--- src/rtl/frame_pkg.sv ---
// Shared framing constants for the serializer and the receive-side deframer.
package frame_pkg;

  localparam logic [7:0] HDR_MAGIC = 8'hAA;
  localparam logic [7:0] FTR_MAGIC = 8'h55;

  typedef enum logic [2:0] {
    IDLE    = 3'd0,
    HEADER  = 3'd1,
    PAYLOAD = 3'd2,
    DROP    = 3'd3,
    FOOTER  = 3'd4
  } state_e;

  // Header: {magic, ch_id, frame_id, timestamp}
  localparam int HDR_MAGIC_LSB = 56;
  localparam int HDR_CH_LSB    = 48;
  localparam int HDR_FID_LSB   = 32;
  localparam int HDR_TS_LSB    = 0;

  // Footer: {magic, 7'b0, ovf, word_cnt, frame_id, 16'h0}
  localparam int FTR_MAGIC_LSB = 56;
  localparam int FTR_OVF_BIT   = 48;
  localparam int FTR_CNT_LSB   = 32;
  localparam int FTR_FID_LSB   = 16;

  function automatic logic [63:0] mk_header(input logic [7:0] ch, input logic [15:0] fid,
                                            input logic [31:0] ts);
    return {HDR_MAGIC, ch, fid, ts};
  endfunction

  function automatic logic [63:0] mk_footer(input logic ovf, input logic [15:0] cnt,
                                            input logic [15:0] fid);
    return {FTR_MAGIC, 7'd0, ovf, cnt, fid, 16'h0000};
  endfunction

endpackage

--- src/rtl/frame_serializer.sv ---
// Wraps each TLAST-delimited AXI-Stream packet in header/footer words and
// emits a flat registered word stream for the Ethernet TX FIFO.
module frame_serializer
  import frame_pkg::*;
#(
  parameter int S_AXIS_TDATA_WIDTH = 64,
  parameter int TX_RX_M_AXIS_WIDTH = 64,
  parameter int MAX_WORDS          = 256
) (
  input  logic                          TX_ACLK,
  input  logic                          TX_ARESET,
  input  logic [S_AXIS_TDATA_WIDTH-1:0] S_AXIS_TDATA,
  input  logic                          S_AXIS_TVALID,
  input  logic                          S_AXIS_TLAST,
  output logic                          S_AXIS_TREADY,
  input  logic [7:0]                    CH_ID,
  input  logic                          PLS_WAIT,
  output logic [TX_RX_M_AXIS_WIDTH-1:0] SERIALIZED_DATA,
  output logic                          WR_EN,
  output logic                          FRAME_OVF
);

  state_e                        state_q, state_d;
  logic [7:0]                    ch_q, ch_d;
  logic [31:0]                   ts_q;
  logic [31:0]                   ts_cap_q, ts_cap_d;
  logic [15:0]                   frame_id_q, frame_id_d;
  logic [15:0]                   word_cnt_q, word_cnt_d;
  logic                          ovf_q, ovf_d;
  logic [TX_RX_M_AXIS_WIDTH-1:0] data_q, data_d;
  logic                          wr_q, wr_d;
  logic                          fovf_q, fovf_d;

  logic        tready;
  logic        hs;
  logic [16:0] cnt_inc;

  // DROP keeps draining the source even while downstream is stalled.
  always_comb begin
    tready = 1'b0;
    case (state_q)
      PAYLOAD: tready = !PLS_WAIT;
      DROP:    tready = 1'b1;
      default: tready = 1'b0;
    endcase
  end

  assign hs            = S_AXIS_TVALID && tready;
  assign cnt_inc       = {1'b0, word_cnt_q} + 17'd1;
  assign S_AXIS_TREADY = tready;

  always_comb begin
    state_d    = state_q;
    ch_d       = ch_q;
    ts_cap_d   = ts_cap_q;
    frame_id_d = frame_id_q;
    word_cnt_d = word_cnt_q;
    ovf_d      = ovf_q;
    data_d     = data_q;
    wr_d       = 1'b0;
    fovf_d     = 1'b0;
    case (state_q)
      IDLE: begin
        if (S_AXIS_TVALID) begin
          ch_d       = CH_ID;
          ts_cap_d   = ts_q;
          word_cnt_d = 16'd0;
          ovf_d      = 1'b0;
          state_d    = HEADER;
        end
      end
      HEADER: begin
        if (!PLS_WAIT) begin
          data_d  = mk_header(ch_q, frame_id_q, ts_cap_q);
          wr_d    = 1'b1;
          state_d = PAYLOAD;
        end
      end
      PAYLOAD: begin
        if (hs) begin
          data_d     = S_AXIS_TDATA;
          wr_d       = 1'b1;
          word_cnt_d = cnt_inc[15:0];
          if (S_AXIS_TLAST) begin
            state_d = FOOTER;
          end else if (cnt_inc == 17'(MAX_WORDS)) begin
            ovf_d   = 1'b1;
            state_d = DROP;
          end
        end
      end
      DROP: begin
        if (hs && S_AXIS_TLAST) state_d = FOOTER;
      end
      FOOTER: begin
        if (!PLS_WAIT) begin
          data_d     = mk_footer(ovf_q, word_cnt_q, frame_id_q);
          wr_d       = 1'b1;
          fovf_d     = ovf_q;
          frame_id_d = frame_id_q + 16'd1;
          state_d    = IDLE;
        end
      end
      default: state_d = IDLE;
    endcase
  end

  always_ff @(posedge TX_ACLK) begin
    if (TX_ARESET) begin
      state_q    <= IDLE;
      ch_q       <= '0;
      ts_q       <= '0;
      ts_cap_q   <= '0;
      frame_id_q <= '0;
      word_cnt_q <= '0;
      ovf_q      <= 1'b0;
      data_q     <= '0;
      wr_q       <= 1'b0;
      fovf_q     <= 1'b0;
    end else begin
      state_q    <= state_d;
      ch_q       <= ch_d;
      ts_q       <= ts_q + 32'd1;
      ts_cap_q   <= ts_cap_d;
      frame_id_q <= frame_id_d;
      word_cnt_q <= word_cnt_d;
      ovf_q      <= ovf_d;
      data_q     <= data_d;
      wr_q       <= wr_d;
      fovf_q     <= fovf_d;
    end
  end

  assign SERIALIZED_DATA = data_q;
  assign WR_EN           = wr_q;
  assign FRAME_OVF       = fovf_q;

endmodule

--- config.mk ---
export PLATFORM = sky130hd
export DESIGN_NAME = frame_serializer
export DESIGN_NICKNAME = d
export VERILOG_FILES = /design/src/rtl/frame_pkg.sv /design/src/rtl/frame_serializer.sv
export SDC_FILE = /design/constraint.sdc
export NUM_CORES = 1
export LEC_CHECK = 0
export BUFFER_PORTS_ARGS = -buffer_cell sky130_fd_sc_hd__buf_4
export CAP_MARGIN = 25
export CORE_ASPECT_RATIO = 0.5
export CORE_MARGIN = 8
export CORE_UTILIZATION = 50
export CTS_BUF_LIST = sky130_fd_sc_hd__clkbuf_8 sky130_fd_sc_hd__clkbuf_16
export CTS_CLUSTER_SIZE = 30
export DETAILED_ROUTE_END_ITERATION = 8
export PLACE_DENSITY_LB_ADDON = 0.2
export SETUP_SLACK_MARGIN = 0.15
export SLEW_MARGIN = 15
export SYNTH_ARGS = -nofsm -noshare
export SYNTH_HDL_FRONTEND = slang
export SYNTH_SLANG_ARGS = --single-unit
--- constraint.sdc ---
create_clock -name TX_ACLK -period 5.1 [get_ports TX_ACLK]
set_clock_uncertainty 0.05 [all_clocks]
set_input_delay 0 -clock TX_ACLK [delete_from_list [all_inputs] [get_ports TX_ACLK]]
set_output_delay 0 -clock TX_ACLK [all_outputs]
set_load 0.02 [all_outputs]
==> flow_metrics.py, run 1 <==
metrics = {
    "synthesis": {
        "ys_types": 53,
        "synthXorXnorAreaFrac_pct": 4.96,
        "synthMuxAreaShare_pct": 0.264,
        "synthFlopType": "dfxtp_1",
        "synth_edf_count": 0,
        "syn_nets": 1006,
        "syn_inst": 925,
        "synth-async-reset-ratio_pct": 0,
        "synth_area_um2": 7590,
        "ys_warn_count": 0,
        "synth-compound-area-share_pct": 20.5,
        "seq_area_frac_synth_pct": 45.9,
        "synth.ff_latch_count": 174,
        "synth_top_family_by_area": "simple AND/OR/NAND/NOR gates",
        "avgSynthCellArea_um2": 8.21,
        "synth_adder_area_share_pct": 0.659,
        "yosys.area_share.simple_pct": 23.3,
    },
    "route": {
        "via_per_inst": 5.65,
        "ant_nets": 0,
        "routed_wl_um": 21800,
        "wire_per_inst_um": 16.7,
        "first_pass_iters": 5,
        "first_iter_violations": 648,
        "drc": 0,
        "vias": 7383,
    },
    "setup_path": {
        "critPathCaptureType": "flip-flop",
        "cp_data_arrival_time_ps": 3590,
        "cp-start-kind": "flip-flop",
        "critical_path_class": "reg -> reg",
        "cp_max_fo": 86,
        "cp.required_ps": 5350,
    },
    "timing": {
        "slew_viol_final": 0,
        "min_period_over_period_pct": 65.3,
        "setup_viol": 0,
        "fin_setup_tns_ps": 0,
        "period_needed_ps": 3330,
        "layout_setup_ws_ps": 1770,
        "max-slew-margin-rel_pct": 35.6,
        "hold_viol": 0,
        "max_slew.worst_pin.slew_ps": 963,
        "grt_setup_unrepaired": "false",
        "timing.fmax_ghz": 0.300,
    },
    "cts": {
        "cts_setup_buffers": 0,
        "clk_pin_slew_ps": 70,
        "cts_max_level": 4,
        "clockBufferDepth": 2,
        "clk_latency_ps": 420,
        "cts-root-buf": "clkbuf_16",
        "cts_tree": "yes",
        "cts.sinks": 174,
        "cts_buffers": 17,
    },
    "cells_and_area": {
        "final_layout_size_suffix_gt1_share_pct": 18.3,
        "multi_input_area_um2": 3790,
        "fin_area_um2": 10000,
        "fillers": 1188,
        "syn2layout_area_growth_pct": 31.8,
        "regArea_um2": 3480,
        "nets": 1174,
        "fin_util_pct": 68.3,
    },
    "grt": {
        "overflow": 0,
        "grt_pass1_vias": 6900,
        "grt_pass1_wl_um": 35000,
        "grtUsageTotal_pct": 21.8,
        "grt_max_degree": 111,
        "antenna_found_initial": 2,
    },
    "power": {
        "p_leak_nw": 3.60,
        "pwr_density_cell_nw_per_um2": 315,
        "ir_drop_v": 0.000224,
    },
    "die": {
        "num_io_pins": 144,
        "initial_utilization_pct": 51.8,
        "die_height_um": 103,
        "die_w_um": 190,
        "row_count": 31,
        "dieArea_um2": 19600,
        "core_um2": 14700,
    },
    "run_status": {
        "status": "finished, final reports clean",
    },
    "placed_design": {
        "pre_cts_slack_ps": 1900,
        "placed_area_um2": 8690,
        "hpwl_um": 14500,
        "portBuffers": 143,
        "place_congestion": 0.826,
    },
    "hold_path": {
        "hp-class": "in -> reg",
    },
    "run": {
        "cap_violations": 0,
    },
}
==> per-layer routing <==
metal	routed length (um)	GRT usage (%)	vias up
met5	0	0	-
met3	992	4.19	48
met4	551	9.18	0
met1	9590	26.8	3495
met2	10700	37.4	214
li1	-	-	3626
==> cell families after synthesis <==
logic type                 Yosys count
AOI/OAI and AO/OA                  233
xor gates and xnor gates            43
adders and majority gates            4
buffers and inverters               80
DFF                                174
muxes                                2
and+or+nand+nor                    389
==> where the power goes <==
| group | leakage, nW | switching, mW | internal, mW | total (mW) |
|---|---|---|---|---|
| combinational | 1.92 | 0.252 | 0.195 | 0.447 |
| sequential | 1.41 | 0.0390 | 1.41 | 1.45 |
| clock | 0.273 | 0.605 | 0.650 | 1.25 |
==> synthesized netlist by cell type, types with 3 or more instances <==
| library cell | number | area (um2) |
|---|---|---|
| a211oi_1 | 29 | 218 |
| a21oi_1 | 74 | 370 |
| a22oi_1 | 57 | 428 |
| a311oi_1 | 35 | 307 |
| a31oi_1 | 3 | 18.8 |
| and3_1 | 12 | 75.1 |
| buf_2 | 16 | 80.1 |
| clkbuf_1 | 53 | 199 |
| dfxtp_1 | 174 | 3480 |
| ha_1 | 4 | 50.1 |
| inv_1 | 6 | 22.5 |
| nand2_1 | 151 | 567 |
| nand3_1 | 28 | 140 |
| nand4_1 | 11 | 68.8 |
| nor2_1 | 134 | 503 |
| nor2b_1 | 3 | 18.8 |
| nor3_1 | 9 | 45.0 |
| nor3_2 | 3 | 30.0 |
| nor4_1 | 3 | 18.8 |
| o211ai_1 | 4 | 30.0 |
| o21ai_0 | 24 | 120 |
| or3_1 | 12 | 75.1 |
| or4_1 | 3 | 22.5 |
| xnor2_1 | 16 | 140 |
| xor2_1 | 27 | 236 |
==> registers in the layout (all words and copies together), names as in the netlist <==
name and cells:
FRAME_OVF 1, WR_EN 1, SERIALIZED_DATA 64, ts_cap_q 32, word_cnt_q 16, ovf_q 1, ch_q 8, ts_q 32
state_q 3, frame_id_q 16
==> final timing paths <==
check	slack, ps	endpoint	from	depth (start not counted)
hold / removal	10	SERIALIZED_DATA[45]$_SDFFE_PP0P_	S_AXIS_TDATA[45]	3
hold reg to reg	410	ts_cap_q[11]$_SDFFE_PP0P_	ts_cap_q[11]$_SDFFE_PP0P_	2
setup / recovery	1770	SERIALIZED_DATA[50]$_SDFFE_PP0P_	state_q[2]$_SDFFE_PP0P_	6
setup reg to reg	1770	SERIALIZED_DATA[50]$_SDFFE_PP0P_	state_q[2]$_SDFFE_PP0P_	6
==> stage by stage <==
stage          total power [mW]  cells  hold WS (ps)
4_1_cts                    3.16   1303          3.62
6_report                   3.15   1306          12.3
3_5_place_dp               1.88   1200           194
5_1_grt                    3.27   1306          15.0
2_1_floorplan              1.71    925          50.1
3_3_place_gp               1.87   1200           191
==> cell usage in the layout (no fill, tap or decap), types with 9 or more instances in the layout <==
master / instances
dfxtp_1: 174
nand2_1: 151
buf_4: 150
nor2_1: 133
a21oi_1: 74
dlygate4sd3_1: 71
a22oi_1: 57
a311oi_1: 35
a211oi_1: 29
nand3_1: 28
xor2_1: 27
o21ai_0: 24
clkbuf_16: 17
xnor2_1: 16
and3_1: 12
or3_1: 12
nand4_1: 11
nor3_1: 9
==> repair_timing <==
action / 4_1_cts / 5_1_grt
hold buffers: 71 / 0
resized for setup: 0 / 0
endpoints found under the hold margin: 73 / 0
==> critical path, stage by stage, from the launching register on <==
cell	delay [ps]
dfxtp_1	580
nor3b_4	740
a21oi_1	280
nor2_4	750
buf_12	390
nor2_1	100
a211oi_1	300
==> area by class of cell <==
cell class                      count  area share [%]
Inverter                            6           0.225
Clock inverter                     15            1.44
Tap cell                          198            2.48
Sequential cell                   174            34.8
Timing Repair Buffer              223            18.8
Antenna cell                        2          0.0500
Multi-Input combinational cell    671            37.9
Clock buffer                       17            4.25
Note: power is estimated with default switching activity, not from simulation.
==> inputs of run 2 (changes only) <==
==> constraint.sdc (replaced) <==
create_clock -name TX_ACLK -period 2.9 [get_ports TX_ACLK]
set_clock_uncertainty 0.05 [all_clocks]
set_input_delay 0 -clock TX_ACLK [delete_from_list [all_inputs] [get_ports TX_ACLK]]
set_output_delay 0 -clock TX_ACLK [all_outputs]
set_load 0.02 [all_outputs]
==> flow_metrics.py, run 2 (same netlist as run 1, synthesis figures left out) <==
metrics = {
    "run_status": {
        "status": "finished, final reports clean",
    },
    "power": {
        "ir_drop_v": 0.000357,
        "fin_total_pwr_mw": 5.67,
        "p_leak_nw": 3.64,
        "pwr_density_cell_nw_per_um2": 563,
    },
    "timing": {
        "min_period_over_period_pct": 85.2,
        "setup_viol": 0,
        "grt_setup_unrepaired": "false",
        "max_slew.worst_pin.slew_ps": 725,
        "period_needed_ps": 2470,
        "layout_setup_ws_ps": 428,
        "fin_setup_tns_ps": 0,
        "timing.fmax_ghz": 0.405,
        "max-slew-margin-rel_pct": 51.7,
        "slew_viol_final": 0,
        "hold_viol": 0,
    },
    "setup_path": {
        "cp-start-kind": "flip-flop",
        "r2r_slack_ps": 430,
        "cp_data_arrival_time_ps": 2740,
        "critical_path_class": "reg -> reg",
        "cp.required_ps": 3170,
        "critPathCaptureType": "flip-flop",
        "cp_max_fo": 60,
    },
    "route": {
        "drc": 0,
        "routed_wl_um": 22200,
        "first_iter_violations": 700,
        "first_pass_iters": 7,
        "ant_nets": 0,
        "vias": 7416,
        "wire_per_inst_um": 17.0,
        "via_per_inst": 5.68,
    },
    "cells_and_area": {
        "multi_input_area_um2": 3790,
        "diodes": 0,
        "fillers": 1161,
        "fin_util_pct": 68.6,
        "final_cell_mix": "dfxtp_1 (174), nand2_1 (151), buf_4 (151), nor2_1 (133), a21oi_1 (74)",
        "final_layout_size_suffix_gt1_share_pct": 18.5,
        "regArea_um2": 3480,
        "nets": 1175,
        "syn2layout_area_growth_pct": 32.6,
        "final_common_cell": "dfxtp_1",
        "largest_register_ffs": 64,
        "fin_cells": 1305,
    },
    "die": {
        "die_height_um": 103,
        "num_io_pins": 144,
        "row_count": 31,
        "initial_utilization_pct": 51.8,
        "core_um2": 14700,
        "die_w_um": 190,
        "dieArea_um2": 19600,
    },
    "cts": {
        "cts_buffers": 17,
        "cts-root-buf": "clkbuf_16",
        "clk_pin_slew_ps": 70,
        "cts_max_level": 4,
        "cts_setup_buffers": 0,
        "cts_tree": "yes",
        "cts_resized": 0,
        "clockBufferDepth": 2,
        "holdBufCountCts": 69,
        "cts.sinks": 174,
        "clk_latency_ps": 440,
    },
    "placed_design": {
        "place_inst": 1204,
        "pre_cts_slack_ps": 551,
        "portBuffers": 143,
        "place_congestion": 0.926,
        "hpwl_um": 14600,
    },
    "grt": {
        "grt_pass1_vias": 7120,
        "grt_pass1_wl_um": 35600,
        "grt_max_degree": 106,
        "antenna_found_initial": 0,
        "grtUsageTotal_pct": 22.3,
        "overflow": 0,
    },
    "hold_path": {
        "hp-class": "in -> reg",
    },
    "run": {
        "cap_violations": 0,
    },
}
[run 2: cell count changes in the layout (fill, tap and decap cells not counted), sizes merged]
cell         previous run  this run
clkinv                  4         6
diode                   2         0
dlygate4sd3            71        69
buf                   152       155
inv                    14        15
clkinvlp                3         0
[run 2: critical path, stage by stage, from the launching register on]
cell      delay, ps
dfxtp_1         620
nor3b_4         280
buf_4           210
a21oi_1         140
nor2_4          360
buf_12          290
nor2_1           70
a311oi_1        300
[run 2: where the power goes]
part           internal, mW  switching (mW)  total (mW)
Combinational         0.347           0.447       0.794
Clock                  1.18            1.14        2.32
Sequential             2.49          0.0674        2.55
[run 2: layout make-up]
class	count	area share, %
multi-input cells	671	37.7
inverters	6	0.224
well taps	198	2.46
clock inverters	15	1.85
clock buffers	17	4.23
repair buffers	224	18.9
flip-flops and latches	174	34.6
[run 2: final timing paths]
path                              from                                to  depth (start not counted)
min                   S_AXIS_TDATA[25]  SERIALIZED_DATA[25]$_SDFFE_PP0P_                          3
min reg2reg  ts_cap_q[16]$_SDFFE_PP0P_         ts_cap_q[16]$_SDFFE_PP0P_                          2
max reg2reg    state_q[2]$_SDFFE_PP0P_  SERIALIZED_DATA[33]$_SDFFE_PP0P_                          7
max            state_q[2]$_SDFFE_PP0P_  SERIALIZED_DATA[33]$_SDFFE_PP0P_                          7
[run 2: through the flow]
step | hold WS, ps | area, um2
floorplan | 50.1 | 7590
finish | 11.4 | 10100
global placement | 184 | 8760
detailed placement | 191 | 8760
CTS | 1.10 | 10100
global route | 12.5 | 10100
[run 2: layer usage]
layer | GRT usage [%] | vias up | part of all wire [%]
met5 | 0 | - | 0
met4 | 8.65 | 0 | 2.2
met2 | 39.2 | 238 | 49
li1 | - | 3621 | -
met1 | 26.9 | 3513 | 43
met3 | 4.29 | 44 | 5.5
==> inputs of run 3 (changes only) <==
--- a/config.mk
+++ b/config.mk
@@ -10,10 +10,10 @@
 export CORE_ASPECT_RATIO = 0.5
 export CORE_MARGIN = 8
 export CORE_UTILIZATION = 50
-export CTS_BUF_LIST = sky130_fd_sc_hd__clkbuf_8 sky130_fd_sc_hd__clkbuf_16
 export CTS_CLUSTER_SIZE = 30
 export DETAILED_ROUTE_END_ITERATION = 8
 export PLACE_DENSITY_LB_ADDON = 0.2
+export REMOVE_ABC_BUFFERS = 1
 export SETUP_SLACK_MARGIN = 0.15
 export SLEW_MARGIN = 15
 export SYNTH_ARGS = -nofsm -noshare
==> flow_metrics.py, run 3 (same netlist as run 1, synthesis figures left out) <==
metrics = {
    "die": {
        "die_height_um": 103,
        "row_count": 31,
        "initial_utilization_pct": 51.8,
        "core_um2": 14700,
        "num_io_pins": 144,
        "die_w_um": 190,
        "dieArea_um2": 19600,
    },
    "route": {
        "first_iter_violations": 470,
        "wire_per_inst_um": 16.2,
        "via_per_inst": 5.53,
        "first_pass_iters": 5,
        "vias": 7265,
        "drc": 0,
        "routed_wl_um": 21200,
        "ant_nets": 0,
    },
    "grt": {
        "grtUsageTotal_pct": 21.6,
        "grt_pass1_wl_um": 35100,
        "antenna_found_initial": 0,
        "overflow": 0,
        "grt_max_degree": 94,
        "grt_pass1_vias": 7052,
    },
    "power": {
        "switching_power_mw": 1.61,
        "clkPwrFrac_pct": 40.4,
        "pwr-share-comb_pct": 14.0,
        "swShare_pct": 28.7,
        "p_seq_share_pct": 45.5,
        "pwr_density_cell_nw_per_um2": 555,
        "p_leak_nw": 3.65,
        "ir_drop_v": 0.000415,
        "p_int_mw": 3.99,
    },
    "timing": {
        "min_period_over_period_pct": 83.7,
        "setup_viol": 0,
        "hold_viol": 0,
        "slew_viol_final": 0,
        "layout_setup_ws_ps": 472,
        "grt_setup_unrepaired": "false",
        "max-slew-margin-rel_pct": 33.9,
        "max_slew.worst_pin.slew_ps": 991,
        "period_needed_ps": 2430,
        "timing.fmax_ghz": 0.412,
    },
    "cells_and_area": {
        "nets": 1183,
        "syn2layout_area_growth_pct": 32.9,
        "diodes": 0,
        "final_layout_size_suffix_gt1_share_pct": 18.7,
        "fin_util_pct": 68.8,
        "largest_register_ffs": 64,
        "final_common_cell": "dfxtp_1",
        "final_cell_mix": "dfxtp_1 (174), buf_4 (156), nand2_1 (151), nor2_1 (133), dlygate4sd3_1 (75)",
        "fillers": 1218,
    },
    "cts": {
        "cts_tree": "yes",
        "cts_setup_buffers": 0,
        "clk_latency_ps": 420,
        "cts-root-buf": "clkbuf_16",
        "clk_pin_slew_ps": 80,
        "cts_resized": 0,
        "cts_buffers": 17,
        "cts_max_level": 4,
        "cts.sinks": 174,
        "clockBufferDepth": 2,
    },
    "hold_path": {
        "hold_depth": 2,
        "min_to": "ts_q[14]$_SDFF_PP0_",
        "holdCritStartpoint": "TX_ARESET",
        "hp-class": "in -> reg",
    },
    "placed_design": {
        "pre_cts_slack_ps": 504,
        "place_congestion": 0.901,
        "portBuffers": 143,
        "hpwl_um": 13900,
    },
    "setup_path": {
        "slowest_delay_ps": 680,
        "cp_slowest_cell": "dfxtp_1",
        "cp.depth": 6,
        "r2r-start": "state_q[0]$_SDFFE_PP0P_",
        "cp_data_arrival_time_ps": 2720,
        "path_cells": "nor3b_4, buf_4, nor2_4, buf_4, a22oi_1, a211oi_1",
        "r2r_end": "SERIALIZED_DATA[4]$_SDFFE_PP0P_",
        "critPathCaptureType": "flip-flop",
        "cp_max_fo": 26,
        "rr_worst_depth": 6,
        "cp.required_ps": 3190,
        "critical_path_class": "reg -> reg",
        "worst_path_most_repeated_cell": "buf_4",
        "cp_num_buf_inv": 2,
        "cp-start-kind": "flip-flop",
        "cp_top_family": "flip-flops",
        "r2r_slack_ps": 470,
    },
    "run_status": {
        "status": "finished, final reports clean",
    },
    "run": {
        "cap_violations": 0,
    },
}
## run 3: changes by cell type in the layout (fill, tap and decap cells not counted), sizes merged
cell | before | now
dlygate4sd3 | 69 | 75
clkinvlp | 0 | 1
buf | 155 | 157
inv | 15 | 14
## run 3: power by group through the flow
stage | clock, mW | combinational [mW] | sequential, mW
after global routing | 2.40 | 0.854 | 2.56
final | 2.27 | 0.786 | 2.55
after global placement | 0 | 0.694 | 2.60
after CTS | 2.30 | 0.785 | 2.55
after floorplan | 0 | 0.261 | 2.69
after detailed placement | 0 | 0.705 | 2.60
## run 3: per-stage QoR
stage	cells	hold slack, ps	power (mW)	cell area [um2]	TNS (ps)
final	1313	150	5.60	10100	0
after global routing	1313	198	5.82	10100	0
after CTS	1312	2.27	5.63	10100	0
after detailed placement	1206	205	3.31	8750	0
after global placement	1206	197	3.29	8750	0
after floorplan	851	16.7	2.95	7280	-130170
## run 3: metal layers
metal | routed length (um) | vias up | track usage (%)
met3 | 1010 | 31 | 3.58
met1 | 9880 | 3405 | 28.7
met5 | 0 | - | 0
met2 | 9990 | 210 | 35.6
met4 | 344 | 0 | 7.35
li1 | - | 3619 | -
## run 3: worst max path at each step
stage	endpoint	from
3_3_place_gp	SERIALIZED_DATA[9]$_SDFFE_PP0P_	state_q[0]$_SDFFE_PP0P_
2_1_floorplan	SERIALIZED_DATA[57]$_SDFFE_PP0P_	state_q[2]$_SDFFE_PP0P_
3_5_place_dp	SERIALIZED_DATA[7]$_SDFFE_PP0P_	state_q[0]$_SDFFE_PP0P_
4_1_cts	SERIALIZED_DATA[8]$_SDFFE_PP0P_	state_q[0]$_SDFFE_PP0P_
5_1_grt	SERIALIZED_DATA[23]$_SDFFE_PP0P_	state_q[0]$_SDFFE_PP0P_
6_report	SERIALIZED_DATA[4]$_SDFFE_PP0P_	state_q[0]$_SDFFE_PP0P_
## run 3: worst register-to-register path: cells and delay by family (launching register included)
family,cells,cell delay [ps]
AO/OA/AOI/OAI,2,390
buffers and inverters,2,590
flip-flops,1,680
AND/OR/NAND/NOR,2,640
## run 3: what timing repair did
action	4_1_cts	5_1_grt
endpoints found under the setup margin	0	0
hold endpoints to repair	76	1
hold buffers	74	1
## run 3: layout make-up
| cell class | count | area [um2] | share of cell area (%) |
|---|---|---|---|
| Tap cell | 198 | 248 | 2.46 |
| Clock buffer | 17 | 425 | 4.22 |
| Timing Repair Buffer | 232 | 1940 | 19.3 |
| Inverter | 6 | 22.5 | 0.223 |
| Clock inverter | 15 | 164 | 1.63 |
| Sequential cell | 174 | 3480 | 34.5 |
| Multi-Input combinational cell | 671 | 3800 | 37.7 |
